## src/rtl/button_repeat_ctrl_pkg.sv

```systemverilog
// Shared definitions for the clock-adjust button conditioner: FSM state
// encoding and default timing derived from the 32768 Hz system clock.
package button_repeat_ctrl_pkg;

    localparam int SYS_CLK_HZ = 32768;

    // 1/128 s debounce, 0.5 s hold-off, ~0.2 s repeat period.
    localparam int DEF_DEBOUNCE_CYCLES = SYS_CLK_HZ / 128;
    localparam int DEF_HOLD_CYCLES     = SYS_CLK_HZ / 2;
    localparam int DEF_REPEAT_CYCLES   = (SYS_CLK_HZ * 2 + 5) / 10;
    localparam int DEF_CNT_W           = 16;

    typedef logic [2:0] btn_state_t;

    localparam logic [2:0] ST_IDLE     = 3'd0;
    localparam logic [2:0] ST_DB_PRESS = 3'd1;
    localparam logic [2:0] ST_HOLD     = 3'd2;
    localparam logic [2:0] ST_REPEAT   = 3'd3;
    localparam logic [2:0] ST_DB_REL   = 3'd4;

    // A button counts as held from the accepted press until the release is accepted.
    function automatic logic is_held_state(input btn_state_t s);
        logic r;
        case (s)
            ST_HOLD, ST_REPEAT, ST_DB_REL: r = 1'b1;
            default:                       r = 1'b0;
        endcase
        return r;
    endfunction

endpackage

```

## src/rtl/button_repeat_ctrl_if.sv

```systemverilog
// Button pads in, step/held/combo requests out towards the clock core.
interface button_repeat_ctrl_if;
    import button_repeat_ctrl_pkg::*;

    logic [1:0] i_btn_n;
    logic [1:0] o_step;
    logic [1:0] o_held;
    logic       o_combo_pulse;

    modport master (
        output i_btn_n,
        input  o_step,
        input  o_held,
        input  o_combo_pulse
    );

    modport slave (
        input  i_btn_n,
        output o_step,
        output o_held,
        output o_combo_pulse
    );

endinterface

```

## src/rtl/button_repeat_ctrl_btn_channel.sv

```systemverilog
// One button: 2-FF synchroniser, debounce/hold/repeat FSM and its counter.
// Exposes next-cycle step/held so the top can register masked outputs.
module btn_channel
    import button_repeat_ctrl_pkg::*;
#(
    parameter int DEBOUNCE_CYCLES = DEF_DEBOUNCE_CYCLES,
    parameter int HOLD_CYCLES     = DEF_HOLD_CYCLES,
    parameter int REPEAT_CYCLES   = DEF_REPEAT_CYCLES,
    parameter int CNT_W           = DEF_CNT_W
) (
    input  logic clk,
    input  logic reset,
    input  logic i_btn_n,
    output logic o_step_nxt,
    output logic o_held_nxt
);

    localparam logic [CNT_W-1:0] DB_LAST   = CNT_W'(DEBOUNCE_CYCLES - 1);
    localparam logic [CNT_W-1:0] HOLD_LAST = CNT_W'(HOLD_CYCLES - 1);
    localparam logic [CNT_W-1:0] REP_LAST  = CNT_W'(REPEAT_CYCLES - 1);
    localparam logic [CNT_W-1:0] CNT_ZERO  = CNT_W'(0);
    localparam logic [CNT_W-1:0] CNT_ONE   = CNT_W'(1);

    logic [1:0]       r_sync;
    btn_state_t       r_state;
    btn_state_t       w_state_nxt;
    logic [CNT_W-1:0] r_cnt;
    logic [CNT_W-1:0] w_cnt_nxt;
    logic             w_pressed;
    logic             w_step_nxt;

    // Pads idle high, so the synchroniser resets to the released level.
    always_ff @(posedge clk) begin
        if (reset) begin
            r_sync <= 2'b11;
        end else begin
            r_sync <= {r_sync[0], i_btn_n};
        end
    end

    assign w_pressed = ~r_sync[1];

    // Next-state/counter logic; release always takes priority over a due step.
    always_comb begin
        w_state_nxt = r_state;
        w_cnt_nxt   = r_cnt + CNT_ONE;
        w_step_nxt  = 1'b0;
        case (r_state)
            ST_IDLE: begin
                w_cnt_nxt = CNT_ZERO;
                if (w_pressed) begin
                    w_state_nxt = ST_DB_PRESS;
                end else begin
                    w_state_nxt = ST_IDLE;
                end
            end
            ST_DB_PRESS: begin
                if (!w_pressed) begin
                    w_state_nxt = ST_IDLE;
                    w_cnt_nxt   = CNT_ZERO;
                end else if (r_cnt == DB_LAST) begin
                    w_state_nxt = ST_HOLD;
                    w_cnt_nxt   = CNT_ZERO;
                    w_step_nxt  = 1'b1;
                end else begin
                    w_state_nxt = ST_DB_PRESS;
                end
            end
            ST_HOLD: begin
                if (!w_pressed) begin
                    w_state_nxt = ST_DB_REL;
                    w_cnt_nxt   = CNT_ZERO;
                end else if (r_cnt == HOLD_LAST) begin
                    w_state_nxt = ST_REPEAT;
                    w_cnt_nxt   = CNT_ZERO;
                    w_step_nxt  = 1'b1;
                end else begin
                    w_state_nxt = ST_HOLD;
                end
            end
            ST_REPEAT: begin
                if (!w_pressed) begin
                    w_state_nxt = ST_DB_REL;
                    w_cnt_nxt   = CNT_ZERO;
                end else if (r_cnt == REP_LAST) begin
                    w_cnt_nxt   = CNT_ZERO;
                    w_step_nxt  = 1'b1;
                end else begin
                    w_state_nxt = ST_REPEAT;
                end
            end
            ST_DB_REL: begin
                // Any pressed sample restarts the release window.
                if (w_pressed) begin
                    w_cnt_nxt = CNT_ZERO;
                end else if (r_cnt == DB_LAST) begin
                    w_state_nxt = ST_IDLE;
                    w_cnt_nxt   = CNT_ZERO;
                end else begin
                    w_state_nxt = ST_DB_REL;
                end
            end
            default: begin
                w_state_nxt = ST_IDLE;
                w_cnt_nxt   = CNT_ZERO;
            end
        endcase
    end

    // FSM state and dwell counter.
    always_ff @(posedge clk) begin
        if (reset) begin
            r_state <= ST_IDLE;
            r_cnt   <= CNT_ZERO;
        end else begin
            r_state <= w_state_nxt;
            r_cnt   <= w_cnt_nxt;
        end
    end

    assign o_step_nxt = w_step_nxt;
    assign o_held_nxt = is_held_state(w_state_nxt);

endmodule

```

## src/rtl/button_repeat_ctrl.sv

```systemverilog
// Minutes/hours button conditioner: two independent channels plus the
// both-held step masking and combo pulse.
module button_repeat_ctrl
    import button_repeat_ctrl_pkg::*;
#(
    parameter int DEBOUNCE_CYCLES = DEF_DEBOUNCE_CYCLES,
    parameter int HOLD_CYCLES     = DEF_HOLD_CYCLES,
    parameter int REPEAT_CYCLES   = DEF_REPEAT_CYCLES,
    parameter int CNT_W           = DEF_CNT_W
) (
    input  logic                 clk,
    input  logic                 reset,
    button_repeat_ctrl_if.slave  bus
);

    logic [1:0] w_step_nxt;
    logic [1:0] w_held_nxt;
    logic       w_both_nxt;
    logic       w_both;
    logic [1:0] r_step;
    logic [1:0] r_held;
    logic       r_both_d;
    logic       r_combo;

    for (genvar g = 0; g < 2; g++) begin : g_chan
        btn_channel #(
            .DEBOUNCE_CYCLES (DEBOUNCE_CYCLES),
            .HOLD_CYCLES     (HOLD_CYCLES),
            .REPEAT_CYCLES   (REPEAT_CYCLES),
            .CNT_W           (CNT_W)
        ) u_chan (
            .clk        (clk),
            .reset      (reset),
            .i_btn_n    (bus.i_btn_n[g]),
            .o_step_nxt (w_step_nxt[g]),
            .o_held_nxt (w_held_nxt[g])
        );
    end

    assign w_both_nxt = w_held_nxt[0] & w_held_nxt[1];
    assign w_both     = r_held[0] & r_held[1];

    // Masking uses the same-cycle held value, so the second button's own
    // press step is suppressed as well.
    always_ff @(posedge clk) begin
        if (reset) begin
            r_step   <= 2'b00;
            r_held   <= 2'b00;
            r_both_d <= 1'b0;
            r_combo  <= 1'b0;
        end else begin
            r_step   <= w_step_nxt & ~{2{w_both_nxt}};
            r_held   <= w_held_nxt;
            r_both_d <= w_both;
            r_combo  <= w_both & ~r_both_d;
        end
    end

    assign bus.o_step        = r_step;
    assign bus.o_held        = r_held;
    assign bus.o_combo_pulse = r_combo;

endmodule

```

## src/flat_wrapper.sv

```systemverilog
// flat-port wrapper written by rule: the top's interface ports become plain ports
module button_repeat_ctrl_flat import button_repeat_ctrl_pkg::*;
#(
    parameter int DEBOUNCE_CYCLES = DEF_DEBOUNCE_CYCLES,
    parameter int HOLD_CYCLES     = DEF_HOLD_CYCLES,
    parameter int REPEAT_CYCLES   = DEF_REPEAT_CYCLES,
    parameter int CNT_W           = DEF_CNT_W
)
  (clk, reset, bus_i_btn_n, bus_o_step, bus_o_held, bus_o_combo_pulse);
  button_repeat_ctrl_if bus_i ();
  input  logic clk;
  input  logic reset;
  input wire logic [$bits(bus_i.i_btn_n)-1:0] bus_i_btn_n;
  output wire logic [$bits(bus_i.o_step)-1:0] bus_o_step;
  output wire logic [$bits(bus_i.o_held)-1:0] bus_o_held;
  output wire logic [$bits(bus_i.o_combo_pulse)-1:0] bus_o_combo_pulse;
  assign bus_i.i_btn_n = bus_i_btn_n;
  assign bus_o_step = bus_i.o_step;
  assign bus_o_held = bus_i.o_held;
  assign bus_o_combo_pulse = bus_i.o_combo_pulse;
  button_repeat_ctrl #(.DEBOUNCE_CYCLES(DEBOUNCE_CYCLES), .HOLD_CYCLES(HOLD_CYCLES), .REPEAT_CYCLES(REPEAT_CYCLES), .CNT_W(CNT_W)) u_core (.clk(clk), .reset(reset), .bus(bus_i));
endmodule
```

## config.mk

```make
export PLATFORM = sky130hd
export DESIGN_NAME = button_repeat_ctrl_flat
export DESIGN_NICKNAME = d
export VERILOG_FILES = /design/src/rtl/button_repeat_ctrl_pkg.sv /design/src/rtl/button_repeat_ctrl_if.sv /design/src/rtl/button_repeat_ctrl_btn_channel.sv /design/src/rtl/button_repeat_ctrl.sv /design/src/flat_wrapper.sv
export SDC_FILE = /design/constraint.sdc
export NUM_CORES = 1
export LEC_CHECK = 0
export ABC_AREA = 1
export ABC_CLOCK_PERIOD_IN_PS = 2029
export CORE_MARGIN = 4
export CORE_UTILIZATION = 36
export DETAILED_ROUTE_END_ITERATION = 8
export HOLD_SLACK_MARGIN = 0.08
export PLACE_DENSITY_LB_ADDON = 0.12
export SYNTH_ARGS = -nofsm -noshare
export SYNTH_HDL_FRONTEND = slang
export SYNTH_SLANG_ARGS = --single-unit
```

## constraint.sdc

```tcl
create_clock -name clk -period 2.03 [get_ports clk]
set_clock_uncertainty 0.2 [all_clocks]
set_input_delay 0.406 -clock clk [delete_from_list [all_inputs] [get_ports clk]]
set_output_delay 0.406 -clock clk [all_outputs]
set_load 0.02 [all_outputs]
```

==> results.md <==
- Max VDD drop: 267 uV
- Period utilization: 93.2%
- CTS Buf Count: 5
- Post-synth ARST share: 0%
- Max clock buf depth: 2
- Worst skew pair latency: 300 ps
- Setup TNS: 0 ps
- Vias: 2065
- Critical Path RT: 2020 ps
- Area grow syn2layout: 18.2%
- CTS H-Tree Depth: 2
- Drt via density: 4.47
- Worst slew margin: 74.5%
- Slew at the pin closest to its max-slew limit: 379 ps
- Pin count of the biggest net entering global routing: 16
- Ports: 9
- GR Util All Layers: 12.0%
- Drt total wl: 4.75 mm
- Worst-path maximum fanout: 15
- Max Fclk: 528 MHz
- Kind of critical path: flop to flop
- Core area: 6790 um2
- Final min period: 1890 ps
- N_diodes: 0
- Pwr Density: 578 nW/um2
- CTS resizes: 0
- Crit path DAT: 1880 ps
- Wire length per cell: 10.3 um
- Die area: 8440 um2
- Final Power: 0.00173 W
- Sequential share of the synthesized area: 38.0%
- Post-layout nets: 373
- Layout cell share with drive strength beyond 1: 17.8%
- Library cells used by synthesis: 33
- Leakage: 1.16 nW
- Die width: 91.9 um
- Post-Synthesis Cells: 336
- Min-Delay Path Class: flop to flop
- DP HPWL: 3.67 mm
- Initial antenna violation count: 0
- Die H: 91.9 um
- Dominant synthesized flop cell: dfxtp_1
- DR DRC count: 0
- TritonCTS clock tree: done
- Clock Sinks: 48
- Kind of end point of the critical path: flop
- Number of cell rows: 30
- RSZ-0062 raised after global routing: no
- Synthesized area per cell: 7.53 um2
- Mapped Nets: 344
- Drt pass-1 iters: 4
- Yosys reg bits: 48
- Final setup vio count: 0
- Number of port buffers: 8
- Antenna viol nets, final: 0
- Utilization after layout: 44.0%
- Starting Density: 37.3%
- Endpoints failing hold: 0
- First-pass GRT wire length: 8.33 mm
- Max Cap Viol: 0
- Setup Fix Bufs, Post-CTS: 0
- Hold buffer count at cts: 0
- Leading cell types in the layout, fill and taps excluded: nor2_1, nand2_1, dfxtp_1
- Number of synthesized flops with an enable pin: 0
- Placer Congestion: 0.816
- Clk root buf: clkbuf_8
- Synth warn: 0
- Netlist Area Pre-Place: 2530 um2
- Clk slew on worst S/H paths: 90 ps
- Most common cell after layout, fill and taps aside: nor2_1
- Outcome: finished, final reports clean
- Initial drt markers: 127
- Vias in the first global route: 1942
- Total gr overflow: 0
- Type of origin of the critical path: flop
- Fin. max-slew vios: 0
-- area by class of cell --
class	instances	area, um2
clock buffers	7	96.3
inverters	42	163
multi-input cells	243	1390
clock inverters	1	30.0
flip-flops and latches	48	961
well taps	96	120
fillers	711	3800
repair buffers	25	233
-- critical path, cell delays in order, from the launching register on --
cell     delay (ps)
dfxtp_1         360
ha_2            200
nand2_1          80
nor2_4          130
nand2_4         100
nor3_4          190
a21oi_2         100
o21ai_4         150
buf_12          200
nor2_1           50
-- kinds of logic (layout without fill, tap and decap cells) --
kind of cell,count (synthesis),count (layout),share of synthesized area [%]
XOR/XNOR,24,24,8.30
buffers and inverters,45,75,7.66
AND/OR/NAND/NOR,197,197,39.1
AO/OA/AOI/OAI,18,18,5.04
adder cells (fa/ha/maj),4,4,1.98
flip-flops,48,48,38.0
-- synthesized netlist by cell type (2+ instances only) --
library cell | number | area share (%)
nand3_1 | 24 | 4.7
o21ai_0 | 2 | 0.40
nor2_1 | 62 | 9.2
nand4_1 | 10 | 2.5
nand2_1 | 61 | 9.0
inv_1 | 36 | 5.3
nand2_2 | 2 | 0.49
ha_1 | 4 | 2.0
or2_2 | 5 | 1.2
dfxtp_1 | 48 | 38
inv_2 | 5 | 0.74
a31oi_1 | 5 | 1.2
xor2_1 | 19 | 6.6
nor2_4 | 11 | 4.9
o21ai_4 | 2 | 1.3
xnor2_1 | 5 | 1.7
nand3b_1 | 2 | 0.59
nor3_1 | 8 | 1.6
nand2_4 | 3 | 1.3
nor2_2 | 4 | 0.99
a21oi_1 | 6 | 1.2
-- layer usage --
layer | global-route usage (%) | wire length, um
met5 | 0 | 0
met4 | 4.33 | 62
met3 | 2.71 | 118
met2 | 20.6 | 2230
met1 | 14.8 | 2340
-- path summary, 6_finish.rpt --
kind	startpoint	to	slack [ps]	cells past startpoint
hold / removal	u_core.r_both_d$_SDFF_PP0_	u_core.bus.o_combo_pulse$_SDFF_PP0_	200	1
setup reg to reg	u_core.g_chan[1].u_chan.r_cnt[1]$_SDFF_PP0_	u_core.g_chan[1].u_chan.r_cnt[2]$_SDFF_PP0_	140	9
hold reg to reg	u_core.r_both_d$_SDFF_PP0_	u_core.bus.o_combo_pulse$_SDFF_PP0_	200	1
setup / recovery	u_core.g_chan[1].u_chan.r_cnt[1]$_SDFF_PP0_	u_core.g_chan[1].u_chan.r_cnt[2]$_SDFF_PP0_	140	9
-- where the power goes --
part | leakage [nW] | switching (W) | internal (W)
registers | 0.388 | 0.00000425 | 0.000945
clock network | 0.0645 | 0.000318 | 0.000435
logic | 0.709 | 0.0000131 | 0.0000152
-- registers in the layout (all words and copies together), names as in the netlist --
name                          flops
u_core.g_chan.u_chan.r_cnt       32
u_core.g_chan.u_chan.r_state      6
u_core.g_chan.u_chan.r_sync       4
u_core.bus.o_held                 2
u_core.bus.o_step                 2
u_core.bus.o_combo_pulse          1
u_core.r_both_d                   1
-- through the flow --
step | hold WS [ps] | instance area (um2) | worst slack (ps) | std cells
2_1_floorplan | 173 | 2530 | 145 | 336
3_3_place_gp | 183 | 2850 | 103 | 454
3_5_place_dp | 194 | 2850 | 111 | 454
4_1_cts | 208 | 2980 | 82.2 | 462
5_1_grt | 218 | 2990 | 4.83 | 462
6_report | 200 | 2990 | 137 | 462
(Power assumes the default switching activity.)
